==> src/rtl/mem_port_arbiter.sv <==
// Round-robin share of one single-port data memory between fetch and load/store ports, with LSU lane alignment.
// Latency 1 cycle grant-to-response; no backpressure on responses, requests simply wait (held) until granted.
module mem_port_arbiter #(
    parameter  int N  = 32,
    localparam int AW = $clog2(N)
) (
    input  logic          i_clk,
    input  logic          i_reset,
    input  logic          i_if_req,
    input  logic [31:0]   i_if_addr,
    output logic          o_if_gnt,
    output logic          o_if_rvalid,
    output logic [31:0]   o_if_rdata,
    output logic          o_if_err,
    input  logic          i_ls_req,
    input  logic          i_ls_we,
    input  logic [31:0]   i_ls_addr,
    input  logic [1:0]    i_ls_size,
    input  logic          i_ls_unsigned,
    input  logic [31:0]   i_ls_wdata,
    output logic          o_ls_gnt,
    output logic          o_ls_rvalid,
    output logic [31:0]   o_ls_rdata,
    output logic          o_ls_err,
    output logic [AW-1:0] o_mem_addr,
    output logic [31:0]   o_mem_wdata,
    output logic [3:0]    o_mem_bmask,
    output logic          o_mem_wren,
    input  logic [31:0]   i_mem_rdata
);

    localparam logic [31:0] MEM_BYTES = 32'(4 * N);
    localparam logic        RR_IF     = 1'b0;
    localparam logic        RR_LS     = 1'b1;

    typedef struct packed {
        logic        vld;
        logic        err;
        logic [31:0] dat;
    } rsp_t;

    logic        rr_last;
    logic        if_gnt, ls_gnt;
    logic        if_err_c, ls_err_c;
    logic [1:0]  ls_off;
    logic [3:0]  base_mask;
    logic [31:0] lane_wdata;
    logic [31:0] ls_word_shift;
    logic [31:0] ls_load_dat;
    rsp_t        if_rsp, ls_rsp;

    assign ls_off   = i_ls_addr[1:0];
    assign if_err_c = (i_if_addr[1:0] != 2'b00) || (i_if_addr >= MEM_BYTES);

    always_comb begin
        ls_err_c = (i_ls_addr >= MEM_BYTES);
        case (i_ls_size)
            2'b00:   ls_err_c = ls_err_c;
            2'b01:   ls_err_c = ls_err_c || i_ls_addr[0];
            2'b10:   ls_err_c = ls_err_c || (ls_off != 2'b00);
            default: ls_err_c = 1'b1;
        endcase
    end

    // Grants are suppressed while reset is held so nothing reaches the memory.
    always_comb begin
        if_gnt = 1'b0;
        ls_gnt = 1'b0;
        if (i_reset) begin
            if (i_if_req && (!i_ls_req || rr_last == RR_LS)) begin
                if_gnt = 1'b1;
            end else if (i_ls_req) begin
                ls_gnt = 1'b1;
            end
        end
    end

    always_comb begin
        base_mask  = 4'b0000;
        lane_wdata = i_ls_wdata;
        case (i_ls_size)
            2'b00: begin
                base_mask  = 4'b0001 << ls_off;
                lane_wdata = {4{i_ls_wdata[7:0]}};
            end
            2'b01: begin
                base_mask  = 4'b0011 << ls_off;
                lane_wdata = {2{i_ls_wdata[15:0]}};
            end
            2'b10:   base_mask = 4'b1111;
            default: base_mask = 4'b0000;
        endcase
    end

    assign o_if_gnt    = if_gnt;
    assign o_ls_gnt    = ls_gnt;
    assign o_mem_wren  = ls_gnt && i_ls_we && !ls_err_c;
    assign o_mem_bmask = o_mem_wren ? base_mask : 4'b0000;
    assign o_mem_wdata = o_mem_wren ? lane_wdata : 32'h0;
    assign o_mem_addr  = ls_gnt ? i_ls_addr[AW+1:2] :
                         (if_gnt ? i_if_addr[AW+1:2] : '0);

    assign ls_word_shift = i_mem_rdata >> {ls_off, 3'b000};

    always_comb begin
        case (i_ls_size)
            2'b00:   ls_load_dat = i_ls_unsigned ? {24'h0, ls_word_shift[7:0]}
                                                 : {{24{ls_word_shift[7]}}, ls_word_shift[7:0]};
            2'b01:   ls_load_dat = i_ls_unsigned ? {16'h0, ls_word_shift[15:0]}
                                                 : {{16{ls_word_shift[15]}}, ls_word_shift[15:0]};
            default: ls_load_dat = ls_word_shift;
        endcase
    end

    always_ff @(posedge i_clk or negedge i_reset) begin
        if (!i_reset) begin
            rr_last <= RR_LS;
            if_rsp  <= '0;
            ls_rsp  <= '0;
        end else begin
            if (if_gnt) begin
                rr_last <= RR_IF;
            end else if (ls_gnt) begin
                rr_last <= RR_LS;
            end
            if_rsp.vld <= if_gnt;
            if_rsp.err <= if_gnt && if_err_c;
            if_rsp.dat <= (if_gnt && !if_err_c) ? i_mem_rdata : 32'h0;
            ls_rsp.vld <= ls_gnt;
            ls_rsp.err <= ls_gnt && ls_err_c;
            ls_rsp.dat <= (ls_gnt && !ls_err_c && !i_ls_we) ? ls_load_dat : 32'h0;
        end
    end

    assign o_if_rvalid = if_rsp.vld;
    assign o_if_err    = if_rsp.err;
    assign o_if_rdata  = if_rsp.dat;
    assign o_ls_rvalid = ls_rsp.vld;
    assign o_ls_err    = ls_rsp.err;
    assign o_ls_rdata  = ls_rsp.dat;

endmodule
==> config.mk <==
export PLATFORM = sky130hd
export DESIGN_NAME = mem_port_arbiter
export DESIGN_NICKNAME = d
export VERILOG_FILES = /design/src/rtl/mem_port_arbiter.sv
export SDC_FILE = /design/constraint.sdc
export NUM_CORES = 1
export LEC_CHECK = 0
export ABC_AREA = 1
export BUFFER_PORTS_ARGS = -buffer_cell sky130_fd_sc_hd__clkbuf_2
export CAP_MARGIN = 20
export CORE_MARGIN = 2
export CORE_UTILIZATION = 30
export DETAILED_ROUTE_END_ITERATION = 8
export GPL_ROUTABILITY_DRIVEN = 0
export GPL_TIMING_DRIVEN = 0
export PLACE_DENSITY = 0.67
export SLEW_MARGIN = 20
export SYNTH_ARGS = -nofsm -noshare
export SYNTH_HDL_FRONTEND = slang
export SYNTH_SLANG_ARGS = --single-unit
==> constraint.sdc <==
create_clock -name i_clk -period 1.8 [get_ports i_clk]
set_input_delay 0.09 -clock i_clk [delete_from_list [all_inputs] [get_ports i_clk]]
set_output_delay 0.09 -clock i_clk [all_outputs]
set_load 0.02 [all_outputs]
* After elaboration in Yosys (flattened, before gate mapping) *
Index checks and enable logic that the tools add are counted.

storage, ports and cells
  word-level logic and storage cells = 53
  output and inout bits = 112
  flip-flop bits (word level) = 69
  bits of input ports = 136

operators by class
  shift operators = 3
  mux-type cells = 19
  eq/ne operators = 2
  $lt $le $gt $ge = 2
  reductions and logical operators = 20

operator list
  cell                                                                number
  2-to-1 mux 32 bit                                                   5
  one-hot mux 32 bit (2 select lines)                                 2
  greater-or-equal comparator 32 x 8 -> 1 bit, second input constant  2
  >> shifter 32 x 5 -> 32 bit                                         1
  one-hot mux 4 bit (3 select lines)                                  1
  2-to-1 mux 5 bit                                                    2
  logical AND 1 bit                                                   8
  2-to-1 mux 1 bit                                                    7
  nonzero test 2 bit                                                  3
  zero test 1 bit                                                     4
  logical OR 1 bit                                                    4
  2-to-1 mux 4 bit                                                    1
  << shifter 1 x 2 -> 4 bit, first input constant                     1
  << shifter 2 x 2 -> 4 bit, first input constant                     1
  one-hot mux 1 bit (3 select lines)                                  1
  == test 2 x 1 -> 1 bit, second input constant                       1
  == test 2 bit, second input constant                                1
  zero test 2 bit                                                     1

* Longest topological paths before layout *
  word-level depth = 8
  depth in mapped cells = 9
  gate-level depth less buffers = 8

* Worst setup path before layout *
OpenSTA, ideal clock, no wires.

  path type = flip-flop to output port
  from = reg rr_last
  to = out o_mem_wdata[12]
  data arrival time = 1555 ps
  required time = 1710 ps
  path buffers = 1
  cell stages (with the launch flop) = 9
  slack = 155 ps
  cell sequence = dfstp_2 o21ai_0 inv_1 nor2_4 inv_1 nor2_4 nand2_4 buf_6 nor2_2

between the ends
  word-level cells in the longest chain between the ends = 7

RTL lines
  item                            RTL line  RTL
  start: declaration              42        logic rr_last;
  start signal: assignment        117       rr_last <= RR_LS;
  start signal: assignment        122       rr_last <= RR_IF;
  start signal: assignment        124       rr_last <= RR_LS;
  logical OR 1 bit                70        if (i_if_req && (!i_ls_req || rr_last == RR_LS)) begin
  logical AND 1 bit               70
  2-to-1 mux 1 bit                70
  2-to-1 mux 1 bit                69        if (i_reset) begin
  via o_ls_gnt                    21        output logic o_ls_gnt,
  logical AND 1 bit (2 in a row)  97        assign o_mem_wren = ls_gnt && i_ls_we && !ls_err_c;
  2-to-1 mux 32 bit               99        assign o_mem_wdata = o_mem_wren ? lane_wdata : 32'h0;
  end: declaration                26        output logic [31:0] o_mem_wdata,

The timed path passes the listed nets, and every way through them passes these cells.

* Worst setup path in the final report *
  from = reg rr_last
  to = out o_mem_wdata[2]

between the ends
  word-level cells in the longest chain between the ends = 7

RTL lines
  item                            RTL line
  logical OR 1 bit                70
  logical AND 1 bit               70
  2-to-1 mux 1 bit                70
  2-to-1 mux 1 bit                69
  logical AND 1 bit (2 in a row)  97
  2-to-1 mux 32 bit               99

No other way between the ends.

==> impl_metrics.ini <==
[timing]
setup_viol = 26
rsz0062_at_grt = true
fin_ws_ps = -70.5
timing.final.crit_period_ps = 1870
fmax_mhz = 535
fin_skew_ps = 6.50
max_slew_margin = 0.636
hold_violations = 7
fin_crit_sh = 1.04
final_max_slew_viol_count = 0
tightest_slew_ps = 546
whs_ps = -2.35

[yosys]
synth_area_leaders = dfrtp_1, nor2_1, o21ai_0, inv_1, nand2_1
syn_inst = 506
yosys-top-cells-count = nor2_1, dfrtp_1, inv_1, o21ai_0, nand2_1
yosysSeqAreaShare = 0.454
avgSynthCellArea_um2 = 7.52
yosys_warnings = 0
yosys.area.top_type_share = 0.447
yosys.cell_count.top_type = nor2_1
synth_area_mm2 = 0.00380
synth_edf_count = 0
ys_types = 27
syn_nets = 646
async_flop_share = 1.00
yosys.area.top_type = dfrtp_1
ys.flop_type = dfrtp_1
ys_ff_latch = 69

[setup_path]
start_kind = flop
cp.arrival_ps = 1780
cp-end-kind = primary output
critPathKind = flop to primary output
rrSetupSlack_ps = 160
worstReg2RegStart = rr_last$_DFFE_PN1P_
reg2reg_depth = 7
path_max_fanout = 7
reg2reg_to = o_ls_rdata[19]$_DFF_PN0_
crit_required_ps = 1710

[worst_hold_path]
holdCritPathClass = input pin to asynchronous set/reset pin

[run]
max-cap-violations = 0

[route]
wl_mm = 14.8
firstDrtPassIters = 5
ant_nets = 0
drt-wirelength-per-cell_um = 15.2
vias_per_cell = 4.63
vias = 4523
dr.first_iter.drc_count = 301
drc = 0

[clock_tree]
cts_buffers = 9
clock_path_buffers = 2
path_clk_slew_ps = 60
clkLatencyLatePin_ps = 330
cts_tree = yes
htreeDepth = 3
cts-root-buf = clkbuf_16
cts_sinks = 69

[pwr]
total_power_uw = 4240
pwr-share-comb = 0.202
p_leak_uw = 0.00357
power.share.clock = 0.426
power.internal_uw = 3110
switching_share = 0.267
p_switching_uw = 1130
p_seq_frac = 0.372
p_per_area_mw_per_mm2 = 649
ir_worst_vdd_uv = 393

[finish]
n_antenna_cell = 0
drive_gt1_frac = 0.442
n_fill_cell = 1202
fin_nets = 940
fin_util = 0.522
final_area_mm2 = 0.00654
syn2layout_area_growth_pct = 71.8

[placement]
portBuffers = 247
hpwl_mm = 10.7
placed_area_mm2 = 0.00528

[floorplan]
start_util = 0.304
fp.dieH_um = 117
fp-row-count = 41
die_area_mm2 = 0.0136
ios = 248
core_mm2 = 0.0125
fp.dieW_um = 117

[grt]
grt_pass1_wl_mm = 21.1
antenna_found_initial = 0
grt_start_max_net_pins = 37
grt.overflow.total = 0
grt_pass1_vias = 4199
grt_usage = 0.207

[outcome]
status = finished with violations
violations = hold timing, setup timing
-- flip-flops by register name (all words and copies together), names as in the netlist --
name / flops
rr_last: 1
o_ls_rvalid: 1
o_ls_rdata: 32
o_if_rvalid: 1
o_if_err: 1
o_ls_err: 1
o_if_rdata: 32
-- how the worst max path moves through the flow --
stage	startpoint	end	slack, ps	cells past startpoint
after global placement	i_reset	o_mem_wdata[12]	-1240	9
final	rr_last$_DFFE_PN1P_	o_mem_wdata[2]	-70	9
after CTS	rr_last$_DFFE_PN1P_	o_mem_wdata[12]	-150	9
after floorplan	rr_last$_DFFE_PN1P_	o_mem_wdata[12]	160	8
after detailed placement	i_reset	o_mem_wdata[19]	-410	10
after global routing	rr_last$_DFFE_PN1P_	o_mem_bmask[0]	-180	9
-- per-layer routing --
layer	up-vias	GRT usage	wire (µm)
li1	2186	-	-
met1	2084	0.242	5740
met2	226	0.374	7730
met3	27	0.0581	1070
met4	0	0.0533	291
met5	-	0	0
-- critical path, cell delays in order, from the launching register on --
cell,delay (ps)
dfstp_2,370
o21ai_2,120
inv_2,60
nor2_4,120
inv_2,60
nor2_4,140
nand2_4,150
buf_4,170
nor2_1,100
buf_4,160
-- power by group through the flow --
stage	clock network, µW	registers (µW)	logic (µW)
floorplan	0	1620	351
global placement	0	1600	680
detailed placement	0	1600	689
CTS	1850	1580	797
global route	1920	1580	943
finish	1810	1580	858
-- what timing repair did --
item,4_1_cts,5_1_grt
setup buffers,7,2
hold endpoints to repair,84,0
hold buffers,23,0
resized for setup,87,101
gates cloned,2,1
pin swaps,12,12
endpoints found under the setup margin,45,66
-- logic make-up after synthesis --
kind of cell / share of synthesized area
AOI/OAI and AO/OA: 0.153
adders and majority gates: 0.0132
buffers and inverters: 0.0993
DFF: 0.454
and+or+nand+nor: 0.281
-- layout by cell type (no fill, tap or decap), drive strengths merged --
| master | synthesis | layout |
|---|---|---|
| dfstp | 1 | 1 |
| dlygate4sd3 | 0 | 18 |
| nand2 | 56 | 57 |
| a22o | 5 | 5 |
| a21oi | 39 | 39 |
| bufinv | 0 | 1 |
| nor3 | 20 | 20 |
| nor2 | 144 | 144 |
| nand4 | 3 | 3 |
| nand3 | 9 | 9 |
| o211ai | 3 | 3 |
| or2 | 2 | 2 |
| inv | 65 | 64 |
| clkbuf | 14 | 242 |
| ha | 4 | 4 |
| a21boi | 1 | 1 |
| o21ai | 60 | 60 |
| clkinv | 0 | 1 |
| dfrtp | 68 | 68 |
| buf | 12 | 63 |
-- per-stage QoR --
stage | TNS (ps) | instances | hold WS (ps) | setup slack, ps
after floorplan | 0 | 506 | -206 | 155
after global placement | -108960 | 925 | 320 | -1240
after detailed placement | -21100 | 926 | 88.6 | -408
after CTS | -4360 | 974 | 0.622 | -154
after global routing | -4500 | 977 | 4.52 | -185
final | -1080 | 977 | -2.35 | -70.5
-- cell type report --
cell class | count | area [µm²] | share of cell area
flip-flops and latches | 69 | 1730 | 0.264
clock buffers | 15 | 278 | 0.0425
inverters | 65 | 249 | 0.0381
well taps | 172 | 215 | 0.0329
multi-input cells | 347 | 1910 | 0.293
plain buffers | 26 | 160 | 0.0245
repair buffers | 282 | 1960 | 0.300
clock inverters | 1 | 30.0 | 0.00459
No activity file was read; power rests on OpenSTA's default activity.
